==> config.mk <==
export PLATFORM = sky130hd
export DESIGN_NAME = multicycle_controller
export DESIGN_NICKNAME = d
export VERILOG_FILES = /design/src/rtl/multicycle_controller.sv
export SDC_FILE = /design/constraint.sdc
export NUM_CORES = 1
export LEC_CHECK = 0
export ABC_AREA = 0
export ABC_CLOCK_PERIOD_IN_PS = 1400
export BUFFER_PORTS_ARGS = -buffer_cell sky130_fd_sc_hd__buf_2
export CAP_MARGIN = 20
export CORE_MARGIN = 4
export CORE_UTILIZATION = 39
export CTS_BUF_LIST = sky130_fd_sc_hd__clkbuf_8
export CTS_CLUSTER_SIZE = 8
export DETAILED_ROUTE_END_ITERATION = 16
export PLACE_DENSITY = 0.76
export SYNTH_ARGS = -nofsm -noshare
export SYNTH_HDL_FRONTEND = slang
export SYNTH_SLANG_ARGS = --single-unit
==> constraint.sdc <==
create_clock -name clock_i -period 1.4 [get_ports clock_i]
set_input_delay 0.21 -clock clock_i [delete_from_list [all_inputs] [get_ports clock_i]]
set_output_delay 0.21 -clock clock_i [all_outputs]
set_load 0.1 [all_outputs]
==> src/rtl/multicycle_controller.sv <==
// Main control FSM for the multicycle RV32I core: sequences fetch/decode/execute/memory/writeback.
// Define MULTICYCLE_BEQ_EN to build the BEQ state; otherwise opcode 1100011 traps.
module multicycle_controller (
    input  logic       clock_i,
    input  logic       reset_ni,
    input  logic [6:0] opcode_i,
    input  logic [2:0] funct3_i,
    input  logic       funct7b5_i,
    input  logic       zero_i,
    input  logic       mem_ready_i,
    output logic       mem_req_o,
    output logic       mem_write_o,
    output logic       adr_src_o,
    output logic       ir_write_o,
    output logic       pc_write_o,
    output logic       reg_write_o,
    output logic [1:0] alu_src_a_o,
    output logic [1:0] alu_src_b_o,
    output logic [1:0] result_src_o,
    output logic [2:0] imm_src_o,
    output logic [3:0] alu_control_o,
    output logic       instr_retired_o,
    output logic       illegal_instr_o
);

    localparam logic [6:0] OpLoad  = 7'b0000011;
    localparam logic [6:0] OpStore = 7'b0100011;
    localparam logic [6:0] OpReg   = 7'b0110011;
    localparam logic [6:0] OpImm   = 7'b0010011;
`ifdef MULTICYCLE_BEQ_EN
    localparam logic [6:0] OpBranch = 7'b1100011;
`endif

    localparam logic [3:0] AluAnd = 4'b0000;
    localparam logic [3:0] AluOr  = 4'b0001;
    localparam logic [3:0] AluAdd = 4'b0010;
    localparam logic [3:0] AluSub = 4'b0110;
    localparam logic [3:0] AluSlt = 4'b0111;

    typedef enum logic [3:0] {
        StFetch,
        StDecode,
        StMemAdr,
        StMemRead,
        StMemWb,
        StMemWrite,
        StExecR,
        StExecI,
        StAluWb,
        StTrap
`ifdef MULTICYCLE_BEQ_EN
        , StBeq
`endif
    } state_e;

    state_e state_q, state_d;

    logic       mem_req, mem_write, adr_src, ir_write, pc_write, reg_write;
    logic [1:0] alu_src_a, alu_src_b, result_src;
    logic [2:0] imm_src;
    logic [3:0] alu_control;
    logic       instr_retired;

    logic       sub_en;
    logic [3:0] alu_op;
    logic       alu_legal;

    // Shared funct3 decode for register and immediate ALU ops; funct7b5 only matters for R-type.
    always_comb begin
        sub_en    = funct7b5_i & (state_q == StExecR);
        alu_op    = AluAdd;
        alu_legal = 1'b1;
        case (funct3_i)
            3'b000:  alu_op = sub_en ? AluSub : AluAdd;
            3'b111:  alu_op = AluAnd;
            3'b110:  alu_op = AluOr;
            3'b010:  alu_op = AluSlt;
            default: alu_legal = 1'b0;
        endcase
    end

    always_ff @(posedge clock_i or negedge reset_ni) begin
        if (!reset_ni) begin
            state_q <= StFetch;
        end else begin
            state_q <= state_d;
        end
    end

    always_comb begin
        state_d       = state_q;
        mem_req       = 1'b0;
        mem_write     = 1'b0;
        adr_src       = 1'b0;
        ir_write      = 1'b0;
        pc_write      = 1'b0;
        reg_write     = 1'b0;
        alu_src_a     = 2'b00;
        alu_src_b     = 2'b00;
        result_src    = 2'b00;
        imm_src       = 3'b000;
        alu_control   = AluAdd;
        instr_retired = 1'b0;

        case (state_q)
            StFetch: begin
                mem_req    = 1'b1;
                alu_src_b  = 2'b10;
                result_src = 2'b10;
                if (mem_ready_i) begin
                    ir_write = 1'b1;
                    pc_write = 1'b1;
                    state_d  = StDecode;
                end
            end
            StDecode: begin
                // Branch target is computed here whether or not the instruction is a branch.
                alu_src_a = 2'b01;
                alu_src_b = 2'b01;
                imm_src   = 3'b010;
                case (opcode_i)
                    OpLoad, OpStore: state_d = StMemAdr;
                    OpReg:           state_d = StExecR;
                    OpImm:           state_d = StExecI;
`ifdef MULTICYCLE_BEQ_EN
                    OpBranch:        state_d = StBeq;
`endif
                    default:         state_d = StTrap;
                endcase
            end
            StMemAdr: begin
                alu_src_a = 2'b10;
                alu_src_b = 2'b01;
                imm_src   = (opcode_i == OpStore) ? 3'b001 : 3'b000;
                state_d   = (opcode_i == OpStore) ? StMemWrite : StMemRead;
            end
            StMemRead: begin
                mem_req = 1'b1;
                adr_src = 1'b1;
                if (mem_ready_i) begin
                    state_d = StMemWb;
                end
            end
            StMemWb: begin
                result_src    = 2'b01;
                reg_write     = 1'b1;
                instr_retired = 1'b1;
                state_d       = StFetch;
            end
            StMemWrite: begin
                mem_req   = 1'b1;
                mem_write = 1'b1;
                adr_src   = 1'b1;
                if (mem_ready_i) begin
                    instr_retired = 1'b1;
                    state_d       = StFetch;
                end
            end
            StExecR: begin
                alu_src_a   = 2'b10;
                alu_control = alu_op;
                state_d     = alu_legal ? StAluWb : StTrap;
            end
            StExecI: begin
                alu_src_a   = 2'b10;
                alu_src_b   = 2'b01;
                alu_control = alu_op;
                state_d     = alu_legal ? StAluWb : StTrap;
            end
            StAluWb: begin
                reg_write     = 1'b1;
                instr_retired = 1'b1;
                state_d       = StFetch;
            end
`ifdef MULTICYCLE_BEQ_EN
            StBeq: begin
                alu_src_a   = 2'b10;
                alu_control = AluSub;
                if (funct3_i == 3'b000) begin
                    pc_write      = zero_i;
                    instr_retired = 1'b1;
                    state_d       = StFetch;
                end else begin
                    state_d = StTrap;
                end
            end
`endif
            StTrap: begin
                state_d = StTrap;
            end
            default: begin
                state_d = StFetch;
            end
        endcase
    end

`ifndef MULTICYCLE_BEQ_EN
    logic unused_zero;
    assign unused_zero = zero_i;
`endif

    // Reset low forces every output to 0, even though the reset state is FETCH.
    assign mem_req_o       = reset_ni & mem_req;
    assign mem_write_o     = reset_ni & mem_write;
    assign adr_src_o       = reset_ni & adr_src;
    assign ir_write_o      = reset_ni & ir_write;
    assign pc_write_o      = reset_ni & pc_write;
    assign reg_write_o     = reset_ni & reg_write;
    assign alu_src_a_o     = reset_ni ? alu_src_a : 2'b00;
    assign alu_src_b_o     = reset_ni ? alu_src_b : 2'b00;
    assign result_src_o    = reset_ni ? result_src : 2'b00;
    assign imm_src_o       = reset_ni ? imm_src : 3'b000;
    assign alu_control_o   = reset_ni ? alu_control : 4'b0000;
    assign instr_retired_o = reset_ni & instr_retired;
    assign illegal_instr_o = reset_ni & (state_q == StTrap);

endmodule

==> results.ini, run 1 <==
[outcome]
status=did not finish
stop_stage=clock tree synthesis (4_1_cts)
first-error=[ERROR DPL-0038] Utilization greater than 100%, impossible to legalize

[synthesis]
yosys.area.top_type=dfrtp_1
synth_top_area_share_pct=16.9
yosys_register_bits=4
syn_area_um2=592
synth_simple_gate_area_share_pct=46.7
synth_compound_area_share_pct=17.8
synthAdderAreaFrac_pct=0
synthMuxAreaShare_pct=0
postSynthCellCount=85
synth_area_leaders=dfrtp_1, nor2_1, buf_4
synth_seq_area_share_pct=16.9
synth-warning-count=0
synth_top_family_by_area=simple AND/OR/NAND/NOR gates
avgSynthCellArea_um2=6.96
ys_types=36
synth_xor_area_share_pct=2.96

[cts]
cts_root_buffer=clkbuf_8
cts.sinks=4
postCtsSetupBuffers=17
cts_buffer_depth=2
cts_hold_buf=1
cts_resized=31
htreeDepth=1
numCtsBuffers=3

[placement]
io_buffers=32
preCtsSetupSlack_ns=-0.391
hpwl_mm=2.26
dp.cells=146
gp_congestion=0.846

[floorplan]
initial_utilization_pct=43.3
rows=13
pin_count=36
chipWidth_um=47.0
die_h_um=47.0

Yosys cell counts, drive strengths merged:
cell and n:
o31ai 1, nor2 15, nand3 4, and2b 3, nand2b 3, nor2b 2
or2 1, or3 1, a31oi 2, nand4bb 1, o311a 1, and3 1
a41o 1, and2 1, dfrtp 4, o21ai 1, o21a 2, o2bb2ai 2
nand3b 1, buf 9, o32ai 1, nor3b 3, a21oi 2, clkbuf 1
inv 3, nand4 1, a32oi 1, xnor2 2, or2b 2, conb 1
nor4 2, nor3 3, nand2 7
cells by family after synthesis:
| kind of cell | count (synthesis) |
|---|---|
| xor+xnor | 2 |
| buf+inv | 13 |
| other cells | 1 |
| simple gates | 51 |
| compound gates | 14 |
| flops | 4 |
per-stage QoR:
step / cell area, um2 / TNS [ns] / hold WS (ns)
detailed placement: 1290 / -2.96 / 0.216
global placement: 1290 / -2.09 / 0.206
floorplan: 777 / -9.88 / -0.0856
==> run 2: changes to the inputs <==
ABC_CLOCK_PERIOD_IN_PS = 1800   (was 1400)
CORE_AREA = 4 4 65 67   (was unset)
CORE_MARGIN = unset   (was 4)
CORE_UTILIZATION = unset   (was 39)
CTS_BUF_LIST = unset   (was sky130_fd_sc_hd__clkbuf_8)
CTS_CLUSTER_SIZE = unset   (was 8)
DIE_AREA = 0 0 69 71   (was unset)
PLACE_DENSITY = unset   (was 0.76)
PLACE_DENSITY_LB_ADDON = 0.15   (was unset)
clock period = 1.8 ns   (was 1.4 ns; I/O delays follow)
==> run 2 against run 1 <==
The flow now finishes, with violations (setup timing). Area after synthesis unchanged. Synthesized cell count did not move.
==> results.ini, run 2 <==
[outcome]
status=complete, but fails checks
violations=setup timing

[placement]
gp_congestion=0.817
io_buffers=32
preCtsSetupSlack_ns=0.117
hpwl_mm=1.75
placed_area_mm2=0.00121

[sta]
hold_violations=0
tns_ns=-0.0380
fin_crit_ns=1.82
rsz0062_at_grt=true
max_freq_mhz=550
slew_violations=0
finalCritPeriodShare_pct=101
clock_skew_ns=0.00557
setup_ws_ns=-0.0197
setup_viol=3

[global_route]
antenna_found_initial=0
grt_pass1_vias=812
grt_usage_pct=9.38
grt_max_degree=11
grt_remaining_overflow=0
grt_pass1_wl_mm=3.73

[cts]
clkLatencyLatePin_ns=0.22
cts.sinks=4
cts_buffer_depth=2
cts_root_buffer=clkbuf_8
numCtsBuffers=3
cts_tree=yes
htreeDepth=1
clk_pin_slew_worst_paths_ns=0.03

[min_path]
whs_path_depth=2
hp-class=in2reg

[run]
drv_cap=0

[final_layout]
top_register=state_q
antenna_cells=0
finish.instance_area_mm2=0.00148
nets=154
drive_above_1_share_pct=63.5
top_regs=state_q x4
final_cell_mix=buf_12, buf_4, buf_2
layout_commonest_cell=buf_12
largest_reg_flops=4
syn_to_final_growth_pct=149
final_core_util_pct=40.6

[synthesis]
yosys_register_bits=4
synthTopCellsByCount=nor2_1, nand2_1, buf_4
synth_top_area_share_pct=16.9
synth_seq_area_share_pct=16.9
avgSynthCellArea_um2=6.96
synth_ff_type=dfrtp_1
synth_area_leaders=dfrtp_1, nor2_1, buf_4
postSynthCellCount=85
async_flop_share_pct=100
yosysMostFrequentCell=nor2_1
yosys.area.top_type=dfrtp_1
synth-warning-count=0
ys_types=36
synth-edff-count=0
syn_area_um2=592

[detailed_routing]
routed.top_layer=met4
dr_total_vias=805
drt_iter0_drc=25
antenna_left=0
met3_length_um=114
routedWlPerCell_um=12.5
drc=0
routed_wl_mm=2.32
dr.pass1.iters=4
met2_length_mm=1.23
routed_via_density=4.35
met1_length_um=944

[floorplan]
chipWidth_um=69
die-area_mm2=0.00490
initial_utilization_pct=16.3
core_mm2=0.00363
rows=22
pin_count=36
die_h_um=71

[setup_path]
path_cells=buf_12, xnor2_4, nor2_1, a31oi_1, nor3b_2, buf_12
cpMostUsedCell=buf_12
crit_type=reg2out
cp_data_arrival_time_ns=1.55
start_kind=flop
r2r_cells=6
slowest_stage=dfrtp_1
critPathCaptureType=primary output
required_ns=1.53
critPathMaxStageDelay_ns=0.42
cp_max_fo=7

[power_and_ir_drop]
power_leakage_nw=0.621
p_per_area_mw_per_mm2=1360
peakVddDrop_mv=0.430

-- run 2: cell counts after synthesis --
Identical to the previous run, type by type.
-- run 2: kinds of logic after synthesis --
family / after synthesis / synth area share, %
other cells: 1 / 0.634
simple gates: 51 / 46.7
buf+inv: 13 / 15.0
compound gates: 14 / 17.8
xor+xnor: 2 / 2.96
flops: 4 / 16.9
-- run 2: worst paths after layout --
path | startpoint | end | slack, ns
setup / recovery | state_q[2] | instr_retired_o | -0.02
hold / removal | mem_ready_i | state_q[0] | 0.38
setup reg to reg | state_q[2] | state_q[0] | 0.20
hold reg to reg | state_q[3] | state_q[0] | 0.70
max in group asynchronous | reset_ni | state_q[1] | 1.07
min in group asynchronous | reset_ni | state_q[0] | 0.52
-- run 2: what timing repair did --
action / 4_1_cts / 5_1_grt
resized for setup: 10 / 14
setup endpoints to repair: 8 / 8
buffers inserted: 6 / 9
endpoints found under the hold margin: 4 / 0
hold buffers: 1 / 0
pin swaps: 4 / 8
-- run 2: layer usage --
metal  GRT usage [%]  up-vias
met1            10.8      386
met4            4.34        0
li1                -      397
met2            15.7       18
met3            3.13        4
met5               0        -
-- run 2: stage by stage --
stage                     cells  hold WS [ns]  total power (W)
after floorplan              86       -0.0256          0.00115
after global placement      166         0.115          0.00153
after detailed placement    166         0.117          0.00153
after CTS                   176         0.369          0.00181
after global routing        185         0.385          0.00210
final                       185         0.375          0.00201
-- run 2: layout make-up --
cell class,count,area [um2]
flip-flops and latches,4,101
repair buffers,58,682
clock buffers,3,41.3
multi-input cells,69,581
inverters,3,11.3
well taps,48,60.1
fillers,370,2160
-- run 2: critical path, delay by kind of cell (launching register included) --
family | cells | cell delay (ns)
compound gates | 1 | 0.06
xor+xnor | 1 | 0.12
buf+inv | 2 | 0.38
flops | 1 | 0.42
simple gates | 2 | 0.35
-- run 2: where the power goes --
| group | total [W] | switching [W] | internal (W) |
|---|---|---|---|
| clock | 0.000190 | 0.0000473 | 0.000143 |
| combinational | 0.00167 | 0.000979 | 0.000694 |
| sequential | 0.000146 | 0.0000298 | 0.000116 |
| total | 0.00201 | 0.00106 | 0.000952 |
(Power assumes the default switching activity.)
==> run 3: changes to the inputs <==
PLACE_DENSITY_LB_ADDON = 0.05   (was 0.15)
==> run 3 against run 2 <==
The run still ends with setup timing left. Power shrank 4.1%. First-iteration DRC count shrank 32%. Sequential cell count is the same. Register-to-register slack gained 0.05 ns. Final area shrank 3.5%. Largest cell class unchanged.
==> results.ini, run 3 (synthesized netlist as in run 2, its figures left out) <==
[power_and_ir_drop]
pwr-share-comb_pct=83.2
p_sw_w=0.00103
seqPwrFrac_pct=7.4
switching_share_pct=53.6
p_per_area_mw_per_mm2=1350
clkPwrFrac_pct=9.4
power_leakage_nw=0.596
internal_power_w=0.000894
peakVddDrop_mv=0.315

[global_route]
grt_pass1_vias=762
antenna_found_initial=0
grt_usage_pct=9.46
grt_remaining_overflow=0
grt_max_degree=11
grt_pass1_wl_mm=3.81

[setup_path]
r2r_cells=7
slowest_stage=dfrtp_1
start_kind=flop
required_ns=1.53
reg2reg_slack_ns=0.25
critPathCaptureType=primary output
r2r-start=state_q[1]
critPathMaxStageDelay_ns=0.42
crit_start=state_q[2]
path_cells=buf_6, xnor2_4, nor2_1, a31oi_1, nor3b_2, buf_12
crit_end=instr_retired_o
timing.rr.end=state_q[0]
cp_data_arrival_time_ns=1.57
cp_max_fo=3
crit_type=reg2out

[cts]
numCtsBuffers=3
cts_tree=yes
cts_root_buffer=clkbuf_8
cts_buffer_depth=2
cts.sinks=4
htreeDepth=1
cts_hold_buf=0
clk_pin_slew_worst_paths_ns=0.03
clkLatencyLatePin_ns=0.21

[final_layout]
nets=151
largest_reg_flops=4
layout_commonest_cell=buf_12
top_register=state_q
final_cell_mix=buf_12, buf_4, buf_2
finish.instance_area_mm2=0.00143
drive_above_1_share_pct=62.7
syn_to_final_growth_pct=141
top_regs=state_q x4
final_core_util_pct=39.2
antenna_cells=0

[detailed_routing]
dr.pass1.iters=4
routedWlPerCell_um=12.7
routed_wl_mm=2.31
antenna_left=0
dr_total_vias=764
drt_iter0_drc=17
routed_via_density=4.20
drc=0

[floorplan]
chipWidth_um=69
core_mm2=0.00363
pin_count=36
die_h_um=71
initial_utilization_pct=16.3
die-area_mm2=0.00490
rows=22

[placement]
hpwl_mm=1.75
placed_area_mm2=0.00121
io_buffers=32
gp_congestion=0.791

[outcome]
status=complete, but fails checks
violations=setup timing

[sta]
fin_crit_ns=1.84
rsz0062_at_grt=true
setup_viol=5
setup_ws_ns=-0.0388
hold_violations=0
finalCritPeriodShare_pct=102
slew_violations=0
max_freq_mhz=544
clock_skew_ns=0.00321

[run]
drv_cap=0

[min_path]
hp-class=in2async

[run 3: cell types whose count changed in the layout (fill, tap and decap cells not counted)]
cell | before | now
nand2_1 | 5 | 6
nor2_2 | 1 | 2
nand2b_1 | 1 | 2
a21oi_2 | 1 | 0
dlygate4sd3_1 | 1 | 0
buf_12 | 20 | 19
dfrtp_1 | 3 | 2
a21oi_1 | 1 | 2
nand2_2 | 1 | 0
dfrtp_2 | 1 | 2
nor2_1 | 9 | 8
buf_6 | 7 | 6
nand2b_4 | 2 | 1
[run 3: final cells by class]
cell class,instances,area (um2)
Fill cell,372,2210
Inverter,3,11.3
Timing Repair Buffer,55,641
Tap cell,48,60.1
Sequential cell,4,103
Clock buffer,3,41.3
Multi-Input combinational cell,69,569
[run 3: timing repair]
action,CTS,global route
setup buffers,7,5
gates resized for setup,11,10
setup endpoints to repair,8,11
pin swaps,3,7
[run 3: worst max-delay path, delay by kind of cell, from the launching register on]
| kind | cells | cell delay [ns] |
|---|---|---|
| AOI/OAI and AO/OA | 1 | 0.06 |
| and+or+nand+nor | 2 | 0.37 |
| buffers and inverters | 2 | 0.37 |
| DFF | 1 | 0.42 |
| xor gates and xnor gates | 1 | 0.12 |
[run 3: routing by layer]
| layer | GRT usage [%] | up-vias | wire [um] |
|---|---|---|---|
| met5 | 0 | - | 0 |
| met4 | 3.25 | 0 | 0 |
| met3 | 2.70 | 0 | 107 |
| met2 | 14.8 | 21 | 1160 |
| met1 | 12.4 | 352 | 1040 |
| li1 | - | 391 | - |
[run 3: worst min path at each step]
stage,end,slack [ns],start
6_report,state_q[2],0.11,reset_ni
5_1_grt,state_q[2],0.13,reset_ni
4_1_cts,state_q[2],0.10,reset_ni
3_5_place_dp,state_q[3],0.32,reset_ni
3_3_place_gp,state_q[0],0.33,reset_ni
2_1_floorplan,state_q[0],-0.03,reset_ni
[run 3: metrics by stage]
stage	instances	hold slack, ns	TNS, ns	total power [W]	setup slack (ns)
floorplan	86	-0.0256	-6.07	0.00115	-0.807
global placement	167	0.334	0	0.00152	0.0487
detailed placement	167	0.325	0	0.00151	0.0616
CTS	177	0.101	-0.0685	0.00179	-0.0425
global route	182	0.125	-0.393	0.00202	-0.118
finish	182	0.108	-0.0498	0.00193	-0.0388
[run 3: power by group through the flow]
stage | combinational, W | clock (W) | sequential [W]
finish | 0.00160 | 0.000182 | 0.000142
global route | 0.00168 | 0.000194 | 0.000145
CTS | 0.00147 | 0.000186 | 0.000139
detailed placement | 0.00136 | 0 | 0.000150
global placement | 0.00137 | 0 | 0.000148
floorplan | 0.00103 | 0 | 0.000125
